**config.mk**
```make
export PLATFORM = sky130hd
export DESIGN_NAME = amns_mm_scheduler
export DESIGN_NICKNAME = d
export VERILOG_FILES = /design/src/rtl/amns_mm_scheduler.sv
export SDC_FILE = /design/constraint.sdc
export NUM_CORES = 1
export LEC_CHECK = 0
export CAP_MARGIN = 30
export CORE_AREA = 2 2 421 423
export CTS_CLUSTER_SIZE = 30
export DETAILED_ROUTE_END_ITERATION = 16
export DIE_AREA = 0 0 423 425
export PLACE_DENSITY = 0.4
export SYNTH_ARGS = -nofsm -noshare
export SYNTH_HDL_FRONTEND = slang
export SYNTH_SLANG_ARGS = --single-unit
```
**constraint.sdc**
```tcl
create_clock -name clock_i -period 4.5 [get_ports clock_i]
set_input_delay 0.9 -clock clock_i [delete_from_list [all_inputs] [get_ports clock_i]]
set_output_delay 0.9 -clock clock_i [all_outputs]
set_load 0.05 [all_outputs]
```
**src/rtl/amns_mm_scheduler.sv**
```systemverilog
// amns_mm_scheduler
// Round-robin front end that shares one polynomial FIOS Montgomery multiplier
// datapath between NREQ requesters. The winner's operands are latched into
// local rotate/shift registers that the datapath walks word by word; the
// result is returned to the originating requester with a valid/ready handshake.
//
// Optional feature: define AMNS_SCHED_WATCHDOG_EN to abort a job whose
// datapath has not signalled done within TIMEOUT BUSY cycles. The aborted
// job still gets a response, with rsp_err_o=1 and a zero result.
module amns_mm_scheduler #(
    parameter int NREQ     = 2,
    parameter int s        = 5,
    parameter int N        = 5,
    parameter int W        = 17,
    parameter int TIMEOUT  = 4096,
    localparam int IDW     = (NREQ > 1) ? $clog2(NREQ) : 1
) (
    input  logic                  clock_i,
    input  logic                  reset_i,
    input  logic [NREQ-1:0]       req_valid_i,
    output logic [NREQ-1:0]       req_ready_o,
    input  logic [NREQ*s*W-1:0]   req_A_i,
    input  logic [NREQ*N*W-1:0]   req_B_i,
    input  logic [NREQ*s*W-1:0]   req_M_prime_0_i,
    input  logic [NREQ*N*W-1:0]   req_M_i,
    output logic                  rsp_valid_o,
    input  logic                  rsp_ready_i,
    output logic [IDW-1:0]        rsp_id_o,
    output logic [N*W-1:0]        rsp_res_o,
    output logic                  rsp_err_o,
    output logic                  fios_start_o,
    output logic [s*W-1:0]        fios_A_o,
    output logic [N*W-1:0]        fios_B_o,
    output logic [W-1:0]          fios_M_prime_0_o,
    output logic [W-1:0]          fios_M_o,
    input  logic                  fios_A_rot_i,
    input  logic                  fios_M_prime_0_rot_i,
    input  logic                  fios_B_shift_i,
    input  logic                  fios_M_shift_i,
    input  logic                  fios_done_i,
    input  logic [N*W-1:0]        fios_res_i
);

    localparam int SW = s * W;
    localparam int NW = N * W;

    typedef enum logic [1:0] {
        ST_IDLE  = 2'd0,
        ST_START = 2'd1,
        ST_BUSY  = 2'd2,
        ST_RESP  = 2'd3
    } state_t;

    state_t          state_r;
    logic [IDW-1:0]  rr_ptr_r;
    logic [IDW-1:0]  id_r;
    logic [SW-1:0]   a_r;
    logic [SW-1:0]   mp_r;
    logic [NW-1:0]   b_r;
    logic [NW-1:0]   m_r;
    logic [NW-1:0]   res_r;
    logic            start_r;
    logic            valid_r;

    logic            grant_found_s;
    logic [IDW-1:0]  grant_idx_s;
    logic [IDW-1:0]  next_ptr_s;
    logic [NREQ-1:0] grant_oh_s;
    logic [SW-1:0]   sel_a_s;
    logic [SW-1:0]   sel_mp_s;
    logic [NW-1:0]   sel_b_s;
    logic [NW-1:0]   sel_m_s;

`ifdef AMNS_SCHED_WATCHDOG_EN
    localparam int WDW = $clog2(TIMEOUT + 1);
    logic [WDW-1:0]  wd_cnt_r;
    logic            err_r;
`endif

    // Round-robin search: first valid requester at or above rr_ptr_r, wrapping.
    always_comb begin
        logic [IDW-1:0] cand_v;
        cand_v        = '0;
        grant_found_s = 1'b0;
        grant_idx_s   = '0;
        for (int i = 0; i < NREQ; i++) begin
            cand_v = IDW'((int'(rr_ptr_r) + i) % NREQ);
            if (!grant_found_s && req_valid_i[cand_v]) begin
                grant_found_s = 1'b1;
                grant_idx_s   = cand_v;
            end else begin
                grant_found_s = grant_found_s;
                grant_idx_s   = grant_idx_s;
            end
        end
    end

    // One-hot grant, next round-robin pointer and operand slice selection.
    always_comb begin
        grant_oh_s = '0;
        sel_a_s    = '0;
        sel_mp_s   = '0;
        sel_b_s    = '0;
        sel_m_s    = '0;
        if (grant_found_s) begin
            grant_oh_s[grant_idx_s] = 1'b1;
        end else begin
            grant_oh_s = '0;
        end
        if (int'(grant_idx_s) >= NREQ - 1) begin
            next_ptr_s = '0;
        end else begin
            next_ptr_s = grant_idx_s + IDW'(1);
        end
        for (int r = 0; r < NREQ; r++) begin
            if (IDW'(r) == grant_idx_s) begin
                sel_a_s  = req_A_i[r*SW +: SW];
                sel_mp_s = req_M_prime_0_i[r*SW +: SW];
                sel_b_s  = req_B_i[r*NW +: NW];
                sel_m_s  = req_M_i[r*NW +: NW];
            end else begin
                sel_a_s  = sel_a_s;
                sel_mp_s = sel_mp_s;
                sel_b_s  = sel_b_s;
                sel_m_s  = sel_m_s;
            end
        end
    end

    // Main control: accept, start pulse, strobe service, result capture, response.
    always_ff @(posedge clock_i or negedge reset_i) begin
        if (!reset_i) begin
            state_r  <= ST_IDLE;
            rr_ptr_r <= '0;
            id_r     <= '0;
            a_r      <= '0;
            mp_r     <= '0;
            b_r      <= '0;
            m_r      <= '0;
            res_r    <= '0;
            start_r  <= 1'b0;
            valid_r  <= 1'b0;
`ifdef AMNS_SCHED_WATCHDOG_EN
            wd_cnt_r <= '0;
            err_r    <= 1'b0;
`endif
        end else begin
            case (state_r)
                ST_IDLE: begin
                    if (grant_found_s) begin
                        a_r      <= sel_a_s;
                        mp_r     <= sel_mp_s;
                        b_r      <= sel_b_s;
                        m_r      <= sel_m_s;
                        id_r     <= grant_idx_s;
                        rr_ptr_r <= next_ptr_s;
                        start_r  <= 1'b1;
                        state_r  <= ST_START;
`ifdef AMNS_SCHED_WATCHDOG_EN
                        err_r    <= 1'b0;
`endif
                    end else begin
                        state_r  <= ST_IDLE;
                    end
                end
                ST_START: begin
                    start_r  <= 1'b0;
                    state_r  <= ST_BUSY;
`ifdef AMNS_SCHED_WATCHDOG_EN
                    wd_cnt_r <= '0;
`endif
                end
                ST_BUSY: begin
                    // Strobes apply even in the cycle that carries done.
                    if (fios_A_rot_i) begin
                        a_r <= {a_r[W-1:0], a_r[SW-1:W]};
                    end else begin
                        a_r <= a_r;
                    end
                    if (fios_M_prime_0_rot_i) begin
                        mp_r <= {mp_r[W-1:0], mp_r[SW-1:W]};
                    end else begin
                        mp_r <= mp_r;
                    end
                    if (fios_B_shift_i) begin
                        b_r <= {{W{1'b0}}, b_r[NW-1:W]};
                    end else begin
                        b_r <= b_r;
                    end
                    if (fios_M_shift_i) begin
                        m_r <= {{W{1'b0}}, m_r[NW-1:W]};
                    end else begin
                        m_r <= m_r;
                    end
                    if (fios_done_i) begin
                        res_r   <= fios_res_i;
                        valid_r <= 1'b1;
                        state_r <= ST_RESP;
                    end
`ifdef AMNS_SCHED_WATCHDOG_EN
                    else if (wd_cnt_r == WDW'(TIMEOUT - 1)) begin
                        res_r   <= '0;
                        err_r   <= 1'b1;
                        valid_r <= 1'b1;
                        state_r <= ST_RESP;
                    end else begin
                        wd_cnt_r <= wd_cnt_r + WDW'(1);
                        state_r  <= ST_BUSY;
                    end
`else
                    else begin
                        state_r <= ST_BUSY;
                    end
`endif
                end
                ST_RESP: begin
                    if (rsp_ready_i) begin
                        valid_r <= 1'b0;
                        state_r <= ST_IDLE;
                    end else begin
                        state_r <= ST_RESP;
                    end
                end
                default: begin
                    start_r <= 1'b0;
                    valid_r <= 1'b0;
                    state_r <= ST_IDLE;
                end
            endcase
        end
    end

    assign req_ready_o      = (state_r == ST_IDLE) ? grant_oh_s : '0;
    assign rsp_valid_o      = valid_r;
    assign rsp_id_o         = id_r;
    assign rsp_res_o        = res_r;
    assign fios_start_o     = start_r;
    assign fios_A_o         = a_r;
    assign fios_B_o         = b_r;
    assign fios_M_prime_0_o = mp_r[W-1:0];
    assign fios_M_o         = m_r[W-1:0];
`ifdef AMNS_SCHED_WATCHDOG_EN
    assign rsp_err_o        = err_r;
`else
    assign rsp_err_o        = 1'b0;
`endif

endmodule
```
==> impl_metrics.toml <==
[route]
wl_per_cell_um = 29.6
drc_errors = 0
drt_wl_total_um = 171000
final_antenna_net_count = 0
drt_iter0_markers = 1720
num_vias = 24800
drt-pass1-iter-count = 5
post_drt_via_cell_ratio = 4.28

[synth]
synth-edff-count = 0
netlist_instances = 2513
synth_area_leader_cell = "dfrtp_1"
yosysSeqAreaShare = 0.429
ys_warn_count = 0
syn_area_per_cell_um2 = 10.0
synth-seq-cells = 431
synthArstFlopShare = 1.00
synth_area_leaders = "dfrtp_1 43%, a211oi_2 10%, and3_1 7.6%"
syn_area_um2 = 25100
synth_top_area_frac = 0.429
synth_most_common_cell = "dfrtp_1"
syn-num-nets = 3288
synthTopCellsByCount = "431 x dfrtp_1, 344 x nand2_1, 308 x a21oi_1"
ys_types = 28
synth_ff_type = "dfrtp_1"

[placement]
placed_cell_area_um2 = 37700
hpwl_um = 133000
pre_cts_slack_ns = 0.678
portBuffers = 1068
routabilityCongestion = 0.882

[grt]
grt_usage = 0.182
grt_max_degree = 133
grt_pass1_wl_um = 229000
overflow = 0
grt_antenna_before_repair = 47
grt_pass1_vias = 25200

[power]
leakage_nw = 15.8
vdd_drop_max_v = 0.000355
powerDensity_nw_per_um2 = 758

[floorplan]
num_rows = 154
ios = 1070
die_h_um = 425
die_w_um = 423
initial_core_util = 0.143
core-area_um2 = 175000
die-area_um2 = 180000

[setup_path]
worst-path-buf-inv = 3
slowest_delay_ns = 0.69
cp.arrival_ns = 2.76
cp_max_fo = 25
cp_cell_sequence = "clkdlybuf4s50_1 > nand2b_4 > nand2_8 > nor2_1 > buf_4 > buf_12"
crit_path_end = "req_ready_o[1]"
reg2reg_slack_ns = 1.80
required_ns = 3.60
crit_path_start_kind = "primary input"
r2r-end = "fios_A_o[57]"
critPathTopFamily = "buffers and inverters"
worstSetupStartpoint = "req_valid_i[0]"
worstSetupPathType = "in -> out"
worstSetupEndpointType = "output pin"
reg2regPathDepth = 5
cp.depth = 6
timing.rr.start = "state_r[1]"
slowest_stage = "clkdlybuf4s50_1"

[clocking]
cts_sinks = 431
ctsHoldBuffers = 0
clk_latency_ns = 0.69
cts_setup_buffers = 0
cts_root_buf = "clkbuf_16"
cts_tree = "built"
post_cts_resize_count = 0
h-tree-depth = 2
cts.reportedPaths.clkPinSlew_ns = 0.06
clock_path_buffers = 3
numCtsBuffers = 60

[sta]
setup_tns_ns = 0
finalHoldViolCount = 0
rsz0062_at_grt = "false"
slew_headroom = 0.300
period_share = 0.812
postLayoutSetupSlackWorst_ns = 0.844
final.setup_skew_ns = 0.0440
min_period_ns = 3.66
tightest_slew_ns = 1.05
fmax_mhz = 274
setup_viol = 0
finalMaxSlewViolations = 0

[cells_and_area]
synthToLayoutAreaGrowth_pct = 58.8
drive_gt1_frac = 0.162
nets = 4158
final_cell_area_um2 = 39900

[run_status]
status = "complete, no violations"

[run]
max-cap-violations = 0

[min_path]
hold_class = "in -> async"
## kinds of logic (layout without fill, tap and decap cells)
family          count (synthesis)  after routing  share of synthesized area
compound gates                964            964                      0.310
mux                           119            119                     0.0516
other cells                     1             12                   0.000149
simple gates                  664            664                      0.132
buf+inv                       334           1254                     0.0774
flops                         431            431                      0.429
## worst min-delay path by stage
stage / to / slack (ns) / cells past startpoint
floorplan: rr_ptr_r / 0.44 / 1
global placement: mp_r[17] / 0.46 / 2
detailed placement: mp_r[27] / 0.47 / 2
CTS: rsp_res_o[29] / 0.28 / 1
global route: mp_r[71] / 0.31 / 1
finish: mp_r[71] / 0.29 / 1
## registers in the layout, summed over array words and instances, names as in the netlist
register	cells
fios_A_o	85
fios_B_o	85
m_r	85
mp_r	85
rsp_res_o	85
state_r	2
fios_start_o	1
rr_ptr_r	1
rsp_id_o	1
rsp_valid_o	1
## layer usage
layer	track usage	up-vias	routed length (um)
li1	-	11100	-
met1	0.235	12800	74100
met2	0.318	727	86300
met3	0.0325	138	8230
met4	0.0302	16	2510
met5	0	-	94
## cell type report
type                       count  area [um2]
fill                       19100      135000
multi-input combinational   1748       12500
timing repair buffer        1137       11500
sequential                   431       10800
tap                         2340        2930
clock buffer                  82        1680
clock inverter                30         472
antenna                       11        27.5
inverter                       5        18.8
## where the power goes
group,internal [mW],switching [mW],leakage (nW)
combinational,5.55,11.5,9.39
clock,3.19,2.10,1.05
sequential,5.79,2.19,5.34
## cell usage in the layout (no fill, tap or decap), types with 2 or more instances in the layout
cell type / instances
diode_2: 11
buf_8: 2
o31ai_2: 83
clkdlybuf4s50_1: 1064
nor2_1: 4
o21ai_0: 2
a211oi_1: 106
a211o_2: 3
buf_4: 45
a21o_1: 2
dfrtp_4: 2
o31ai_1: 223
clkinvlp_4: 4
clkinv_16: 2
clkbuf_8: 10
o21ai_1: 34
and3_1: 307
inv_1: 5
mux2_2: 85
a211oi_2: 200
mux2i_1: 34
a21oi_1: 308
and2_2: 3
clkbuf_16: 60
buf_12: 25
dfrtp_1: 429
clkbuf_1: 12
nand2_1: 344
clkinv_2: 13
bufinv_16: 10
## stage by stage
| stage | total power, mW | cells | hold slack (ns) | utilization |
|---|---|---|---|---|
| 6_report | 30.3 | 5784 | 0.292 | 0.228 |
| 5_1_grt | 31.7 | 5779 | 0.311 | 0.228 |
| 4_1_cts | 30.7 | 5772 | 0.278 | 0.227 |
| 3_5_place_dp | 25.2 | 5660 | 0.466 | 0.215 |
| 3_3_place_gp | 25.2 | 5659 | 0.459 | 0.215 |
| 2_1_floorplan | 17.8 | 2513 | 0.441 | - |
Note: power is estimated with default switching activity, not from simulation.
